<file path="config.mk">
export PLATFORM = sky130hd
export DESIGN_NAME = fetch_unit
export DESIGN_NICKNAME = d
export VERILOG_FILES = /design/src/rtl/fetch_unit.sv
export SDC_FILE = /design/constraint.sdc
export NUM_CORES = 1
export LEC_CHECK = 0
export ABC_AREA = 1
export BUFFER_PORTS_ARGS = -buffer_cell sky130_fd_sc_hd__buf_4
export CAP_MARGIN = 20
export CORE_MARGIN = 3
export CORE_UTILIZATION = 25
export CTS_CLUSTER_DIAMETER = 30
export DETAILED_ROUTE_END_ITERATION = 7
export SYNTH_ARGS = -nofsm -noshare
export SYNTH_HDL_FRONTEND = slang
export SYNTH_SLANG_ARGS = --single-unit
</file>
<file path="constraint.sdc">
create_clock -name CLK -period 4.6 [get_ports CLK]
set_input_delay 0.23 -clock CLK [delete_from_list [all_inputs] [get_ports CLK]]
set_output_delay 0.23 -clock CLK [all_outputs]
set_load 0.02 [all_outputs]
</file>
<file path="src/rtl/fetch_unit.sv">
// Instruction-fetch front end: PC generation, credit-limited imem requests, response FIFO to decode.
// Optional FETCH_MISALIGN_TRAP_EN: a misaligned redirect halts fetch and raises a sticky misalign_trap.
module fetch_unit #(
   parameter int                 BIN_DIG  = 32,
   parameter logic [BIN_DIG-1:0] RESET_PC = '0,
   parameter int                 DEPTH    = 2
) (
   input  logic               CLK,
   input  logic               RST,
   output logic               imem_req_valid,
   input  logic               imem_req_ready,
   output logic [BIN_DIG-1:0] imem_req_addr,
   input  logic               imem_rsp_valid,
   input  logic [BIN_DIG-1:0] imem_rsp_data,
   input  logic               redirect_valid,
   input  logic [BIN_DIG-1:0] redirect_pc,
   output logic               dec_valid,
   input  logic               dec_ready,
   output logic [BIN_DIG-1:0] dec_inst,
   output logic [BIN_DIG-1:0] dec_pc,
   output logic               misalign_trap
);

   localparam int PTR_W = (DEPTH > 1) ? $clog2(DEPTH) : 1;
   localparam int CNT_W = $clog2(DEPTH + 1);
   localparam logic [CNT_W:0]   DEPTH_C  = (CNT_W + 1)'(DEPTH);
   localparam logic [PTR_W-1:0] LAST_PTR = PTR_W'(DEPTH - 1);

   typedef enum logic [1:0] {RUN, DRAIN, HALT} state_t;

   state_t             state;
   logic [BIN_DIG-1:0] fetch_pc;
   logic [BIN_DIG-1:0] rsp_pc;
   logic [CNT_W-1:0]   outstanding;
   logic [CNT_W-1:0]   drop_cnt;
   logic [CNT_W-1:0]   count;
   logic [PTR_W-1:0]   rd_ptr;
   logic [PTR_W-1:0]   wr_ptr;
   logic [BIN_DIG-1:0] fifo_inst [DEPTH];
   logic [BIN_DIG-1:0] fifo_pc   [DEPTH];

   logic               req_fire;
   logic               rsp_fire;
   logic               push;
   logic               pop;
   logic               misaligned;
   logic [CNT_W:0]     in_flight;
   logic [CNT_W-1:0]   out_next;
   logic [CNT_W-1:0]   count_next;
   logic [BIN_DIG-1:0] target;

   function automatic logic [PTR_W-1:0] ptr_inc(input logic [PTR_W-1:0] p);
      return (p == LAST_PTR) ? '0 : p + 1'b1;
   endfunction

`ifdef FETCH_MISALIGN_TRAP_EN
   assign misaligned    = (redirect_pc[1:0] != 2'b00);
   assign misalign_trap = (state == HALT);
`else
   assign misaligned    = 1'b0;
   assign misalign_trap = 1'b0;
`endif

   // Low address bits are dropped so fetch always stays word aligned.
   assign target    = redirect_pc & ~BIN_DIG'(3);
   assign in_flight = {1'b0, outstanding} + {1'b0, count};

   assign imem_req_valid = (state != HALT) && !redirect_valid && (in_flight < DEPTH_C);
   assign imem_req_addr  = fetch_pc;
   assign req_fire       = imem_req_valid && imem_req_ready;
   assign rsp_fire       = imem_rsp_valid;

   assign dec_valid = (count != '0) && !redirect_valid && (state != HALT);
   assign dec_inst  = (count != '0) ? fifo_inst[rd_ptr] : '0;
   assign dec_pc    = (count != '0) ? fifo_pc[rd_ptr]   : '0;

   assign push = rsp_fire && (drop_cnt == '0) && !redirect_valid;
   assign pop  = dec_valid && dec_ready;

   always_comb begin
      out_next = outstanding;
      if (req_fire && !rsp_fire)
         out_next = outstanding + 1'b1;
      else if (!req_fire && rsp_fire)
         out_next = outstanding - 1'b1;
   end

   always_comb begin
      count_next = count;
      if (push && !pop)
         count_next = count + 1'b1;
      else if (!push && pop)
         count_next = count - 1'b1;
   end

   always_ff @(posedge CLK or negedge RST) begin
      if (!RST) begin
         state       <= RUN;
         fetch_pc    <= RESET_PC;
         rsp_pc      <= RESET_PC;
         outstanding <= '0;
         drop_cnt    <= '0;
         count       <= '0;
         rd_ptr      <= '0;
         wr_ptr      <= '0;
      end else begin
         outstanding <= out_next;
         if (redirect_valid) begin
            // Everything still in flight belongs to the old path and must be discarded.
            fetch_pc <= target;
            rsp_pc   <= target;
            drop_cnt <= out_next;
            count    <= '0;
            rd_ptr   <= '0;
            wr_ptr   <= '0;
            if (state == HALT || misaligned)
               state <= HALT;
            else if (out_next != '0)
               state <= DRAIN;
            else
               state <= RUN;
         end else begin
            count <= count_next;
            if (req_fire)
               fetch_pc <= fetch_pc + BIN_DIG'(4);
            if (push) begin
               rsp_pc <= rsp_pc + BIN_DIG'(4);
               wr_ptr <= ptr_inc(wr_ptr);
            end
            if (pop)
               rd_ptr <= ptr_inc(rd_ptr);
            if (rsp_fire && drop_cnt != '0) begin
               drop_cnt <= drop_cnt - 1'b1;
               if (state == DRAIN && drop_cnt == CNT_W'(1))
                  state <= RUN;
            end
         end
      end
   end

   always_ff @(posedge CLK) begin
      if (push) begin
         fifo_inst[wr_ptr] <= imem_rsp_data;
         fifo_pc[wr_ptr]   <= rsp_pc;
      end
   end

endmodule

</file>
## Word-level counts from Yosys, hierarchy flattened

Memories as Yosys holds them, arrays and structs flattened.
Index checks and enable logic that the tools add are counted.

| word-level totals | value |
|---|---|
| flip-flop bits (word level) | 74 |
| memory bits (writable) | 128 |
| input port bits | 70 |
| output and inout bits | 99 |
| word-level logic and storage cells | 81 |
| memories | 2 |

| operators by class | value |
|---|---|
| $add $sub $neg | 10 |
| $lt $le $gt $ge | 1 |
| eq/ne operators | 4 |
| mux-type cells | 26 |
| reduce and logical (&&, ||, !) cells | 30 |

Memory list:

| name | words | width | read ports | clocked after memory_dff | wr ports | RTL line | source |
|---|---|---|---|---|---|---|---|
| fifo_inst | 2 | 32 | 1 | 0 | 1 | 39 | `logic [BIN_DIG-1:0] fifo_inst [DEPTH];` |
| fifo_pc | 2 | 32 | 1 | 0 | 1 | 40 | `logic [BIN_DIG-1:0] fifo_pc [DEPTH];` |

Operators by type and width:

| kind | number |
|---|---|
| two-way mux 32 bit | 6 |
| adder 32 x 3 -> 32 bit, second input constant | 2 |
| two-way mux 2 bit | 11 |
| nonzero test 2 bit | 8 |
| logical AND 1 bit | 14 |
| two-way mux 1 bit | 9 |
| subtractor 2 x 1 -> 2 bit, second input constant | 3 |
| zero test 1 bit | 5 |
| adder 2 x 1 -> 2 bit, second input constant | 2 |
| == test 2 x 1 -> 1 bit, second input constant | 2 |
| adder 2 x 2 -> 3 bit | 1 |
| less-than comparator 3 x 2 -> 1 bit, second input constant | 1 |
| nonzero test 3 bit | 1 |
| adder 1 bit, second input constant | 2 |
| == test 2 bit, second input constant | 1 |
| zero test 2 bit | 1 |
| inequality test 2 bit, second input constant | 1 |
| AND reduction 2 bit | 1 |

## Depth between registers and ports, before layout

| depth | value |
|---|---|
| depth in word-level cells | 12 |
| mapped depth | 13 |
| depth with buffers taken out | 12 |

## Worst setup path before layout

OpenSTA, ideal clock, no wires.

| timing | value |
|---|---|
| path kind | reg-to-reg |
| start | register drop_cnt[0] |
| end | memory fifo_inst[0][0] (enable) |
| setup time | 0.484 ns |
| data arrival time | 3.775 ns |
| data required time | 4.116 ns |
| setup slack | 0.342 ns |
| stages on the path, launching flop included | 7 |
| path buffers | 0 |
| clock period less this slack | 4.258 ns |
| cell sequence | dfrtp_1 -> inv_1 -> ha_1 -> nand2_1 -> nor2_2 -> inv_1 -> nor2_1 |

| on the way | value |
|---|---|
| word-level cells in the longest chain between the ends | 5 |

Ends and longest elaborated chain:

| what | RTL line | source |
|---|---|---|
| start, declared | 35 | `logic [CNT_W-1:0] drop_cnt;` |
| start signal, assigned | 112 | `drop_cnt <= out_next;` |
| start signal, assigned | 133 | `drop_cnt <= drop_cnt - 1'b1;` |
| zero test 2 bit | 77 | `assign push = rsp_fire && (drop_cnt == '0) && !redirect_valid;` |
| logical AND 1 bit (2 in series) | 77 |  |
| two-way mux 1 bit | 142 | `if (push) begin` |
| two-way mux 1 bit (implied by the code) | 143 | `fifo_inst[wr_ptr] <= imem_rsp_data;` |
| end, declared | 39 |  |

Every way passes these cells.

## Final worst setup path

| timing | value |
|---|---|
| start | register drop_cnt[0] |
| end | memory fifo_inst[1][2] (enable) |

Same word-level chain as after synthesis.

==> run summary <==
The total routing usage reported by global routing is 0.134. At the later pin of the worst-skew pair, clock insertion delay measures 0.43 ns. The total setup violations reported at the end of the flow came out at 0. The arrival time of the worst setup path is 2.73 ns. In this run the number of cells on the critical path is 8. The number of antenna violations at the first check in global routing was 0. Setup repair after global routing left no endpoint under its margin.

The summed instance area of the synthesized netlist is 0.00944 mm^2. The required time at the endpoint of the critical path came out at 4.65 ns. Clock tree synthesis selected as its root buffer the cell sky130_fd_sc_hd__clkbuf_16. Yosys attributes the largest share of cell area to sky130_fd_sc_hd__edfxtp_1 (39%), sky130_fd_sc_hd__dfrtp_1 (19%), sky130_fd_sc_hd__nand2_1 (15%). The share of async-settable or async-resettable flops after synthesis came out at 0.361. The internal power of the cells is 3230 uW. Along the worst path, the maximum fanout reaches 62.

The number of maximum-capacitance constraint violations came out at 0. CTS saw 194 sinks. The fraction of post-synthesis cell area in the top cell type by area is 0.394.

The power share of the sequential group came out at 0.457. The most common cell in the synthesized netlist is sky130_fd_sc_hd__nand2_1. The detailed router's first-iteration violation count came out at 684. The tightest min-delay check is of the in -> reg type.

The achievable clock frequency is 0.373 GHz. The flip-flop cell with the highest count after synthesis is sky130_fd_sc_hd__edfxtp_1. Averaged over all synthesized cells, the footprint is 9.03 um^2. The worst path needs 2.68 ns of the cycle, external delays included. The global placement routability congestion came out at 0.889. Entering global routing, the biggest net connects 71 pins. The number of remaining DRC errors came out at 0. The type of the worst setup path is reg -> reg. After floorplanning, the core was sized to cover 0.0369 mm^2.

The critical path buffer and inverter count came out at 4. The clock tree skew after final layout came out at 0.00878 ns. In this run the tool buffered the top-level ports with 161 buffer cells. The number of vias in the routed layout is 7814.

The routing usage on met3 is 0.0322. The run finished with clean final reports. The met2 demand-to-capacity share in global routing is 0.201. The instance count along the most critical hold path is 3. Measured in cells, the most critical reg-to-reg path has a length of 8.

The largest single stage delay on the critical path is 0.66 ns. The number of setup buffers added after CTS is 0. The combinational power share is 0.239. The floorplan has 70 rows. The total clock buffers created by CTS is 17.

Measured along the y axis, the die boundary spans 200 um. The total of hold buffers inserted after clock tree synthesis came out at 33. The number of max-slew violations in the final report came out at 0. The count of boundary I/O pins came out at 169. The number of antenna cells inserted is 0. Summed over all nets, the switching power comes to 1610 uW. The post-synthesis cell count came out at 1046. The share of total power in the clock network came out at 0.303.

The number of hold-slack violations in the final timing report came to 0. The routed design has 27300 um of wire. The number of inserted filler cells in the final layout is 3772. Summed over all layers, the global routing overflow is 0. The Yosys step of the flow raised 0 warnings. The layer flagged by global routing as most heavily used is met2. On the critical path the largest part of the delay comes from buffers and inverters. The largest total area in the synthesized netlist belongs to sky130_fd_sc_hd__edfxtp_1.

The share of the Yosys chip area taken by registers is 0.580. The largest individual stage delay along the critical path comes from the cell sky130_fd_sc_hd__buf_4. The via count of the first global-routing pass came out at 7456.

STA classifies the critical path startpoint as a register. In the synthesized netlist, the cells that appear most often are sky130_fd_sc_hd__nand2_1 (375), sky130_fd_sc_hd__edfxtp_1 (124), sky130_fd_sc_hd__inv_1 (77). The number of enable-type register cells in the synthesized netlist is 124. After clock tree synthesis, the repair step resized 0 gates.

The static power due to leakage is 0.00503 uW. The period utilization came out at 0.583. The final design utilization is 0.329.

The number of nets with antenna violations after detailed routing is 0. Relative to the synthesized area, the layout overhead comes to 28.4%. TritonCTS built the clock tree. The fraction of power spent switching nets came out at 0.333.

The number of iterations in the first detailed-routing pass is 7. The critical path goes through inv_1 -> ha_1 -> nand2_1 -> nor2_2 -> buf_4 -> inv_1 -> nor2_4 -> buf_4. The clock passes through at most 2 buffers. STA classifies the critical path endpoint as a register. The post-CTS clock slew at the launch and capture registers of the worst setup and hold paths came out at 0.07 ns. The chip width came out at 200 um. At the end of the flow, the number of nets in the layout was 1308. The die covers 0.0401 mm^2.

Using the TritonRoute via totals, the vias-per-cell ratio works out to 4.47. The HPWL reported at the end of detailed placement came out at 19000 um. The first-pass GRT wire length came out at 42600 um. The wire length per cell is 15.6 um.

The synthesized design contains 194 register bits. The total power density per cell area came out at 400 mW/mm^2. For the pin with the worst max-slew slack, the measured transition is 0.958 ns.

The initial standard-cell utilization of the core is 0.256. Headroom to the max-slew limit came out at 0.362. The summed negative setup slack over all endpoints is 0 ns. The fraction of met1 tracks used by global routing is 0.200. The peak supply drop came out at 0.274 mV. The number of H-tree levels is 4. The post-synthesis cell type count is 41. The proportion of layout cells with a drive suffix above 1 came out at 0.189.
power groups by stage:
stage	clock network (uW)	logic (uW)	registers (uW)
2_1_floorplan	0	639	2220
3_3_place_gp	0	1140	2240
3_5_place_dp	0	1150	2250
4_1_cts	1520	1180	2210
5_1_grt	1590	1280	2240
6_report	1470	1160	2220
metrics by stage:
step                      cell area (um^2)  setup slack [ns]  instances  hold WS, ns  power (uW)
after detailed placement             11200              1.91       1685        0.418        3400
after global placement               11200              1.96       1685        0.416        3380
after floorplan                       9460             0.342       1050      -0.0656        2860
final                                12100              1.92       1750       0.0535        4850
after global routing                 12100              1.74       1750       0.0739        5110
after CTS                            12100              1.89       1750       0.0414        4910
registers in the layout (all words and copies together), names as in the netlist:
signal	cells
outstanding	2
fifo_inst	64
state	2
imem_req_addr	30
drop_cnt	2
rsp_pc	30
fifo_pc	60
count	2
rd_ptr	1
wr_ptr	1
worst reg2reg max path: stages (launching register included):
cell and delay, ns:
sky130_fd_sc_hd__dfrtp_1 0.41, sky130_fd_sc_hd__inv_1 0.07, sky130_fd_sc_hd__ha_1 0.18, sky130_fd_sc_hd__nand2_1 0.18, sky130_fd_sc_hd__nor2_2 0.12, sky130_fd_sc_hd__buf_4 0.26, sky130_fd_sc_hd__inv_1 0.26, sky130_fd_sc_hd__nor2_4 0.13
sky130_fd_sc_hd__buf_4 0.66
logic make-up (layout without fill, tap and decap cells):
kind of cell	count (synthesis)	count (layout)	synth area share
buf+inv	122	318	0.0517
compound gates	127	127	0.0767
simple gates	570	570	0.259
fa+ha+maj	5	5	0.00742
xor+xnor	27	27	0.0250
other cells	1	5	0.000397
flops	194	194	0.580
final cells by class:
| class | count | area [um^2] | share of cell area |
|---|---|---|---|
| sequential | 194 | 5480 | 0.452 |
| clock buffer | 19 | 433 | 0.0357 |
| timing repair buffer | 202 | 1610 | 0.133 |
| tap | 504 | 631 | 0.0520 |
| inverter | 84 | 315 | 0.0260 |
| clock inverter | 13 | 146 | 0.0121 |
| multi-input combinational | 734 | 3510 | 0.290 |
cell usage in the layout (no fill, tap or decap), drive strengths merged, types with 2 or more instances in the layout:
cell type	n
a21oi	69
a31oi	4
buf	169
clkbuf	19
clkinv	4
clkinvlp	2
conb	5
dfrtp	70
dlygate4sd3	33
edfxtp	124
ha	4
inv	90
nand2	380
nand3	64
nand3b	6
nand4	14
nor2	83
nor3	22
o211ai	22
o21ai	24
o221ai	2
o31ai	2
xnor2	6
xor2	21
per-layer routing:
layer,vias to the layer above,wire [um],share of wire
met3,11,1900,0.070
met5,-,0,0
met1,3662,13200,0.48
met2,300,12100,0.44
li1,3841,-,-
met4,0,163,0.0060
path summary, 6_finish.rpt:
kind,startpoint,to,slack (ns)
min in group asynchronous,RST,imem_req_addr[20]$_DFFE_PN0N_,0.47
hold / removal,redirect_pc[26],imem_req_addr[26]$_DFFE_PN0N_,0.05
hold reg to reg,rsp_pc[31]$_DFFE_PN0N_,fifo_pc[1][31]$_DFFE_PP_,0.49
setup / recovery,drop_cnt[0]$_DFFE_PN0P_,fifo_inst[1][2]$_DFFE_PP_,1.92
setup reg to reg,drop_cnt[0]$_DFFE_PN0P_,fifo_inst[1][2]$_DFFE_PP_,1.92
max in group asynchronous,RST,rd_ptr$_DFFE_PN0P_,3.43
(Power assumes the default switching activity.)
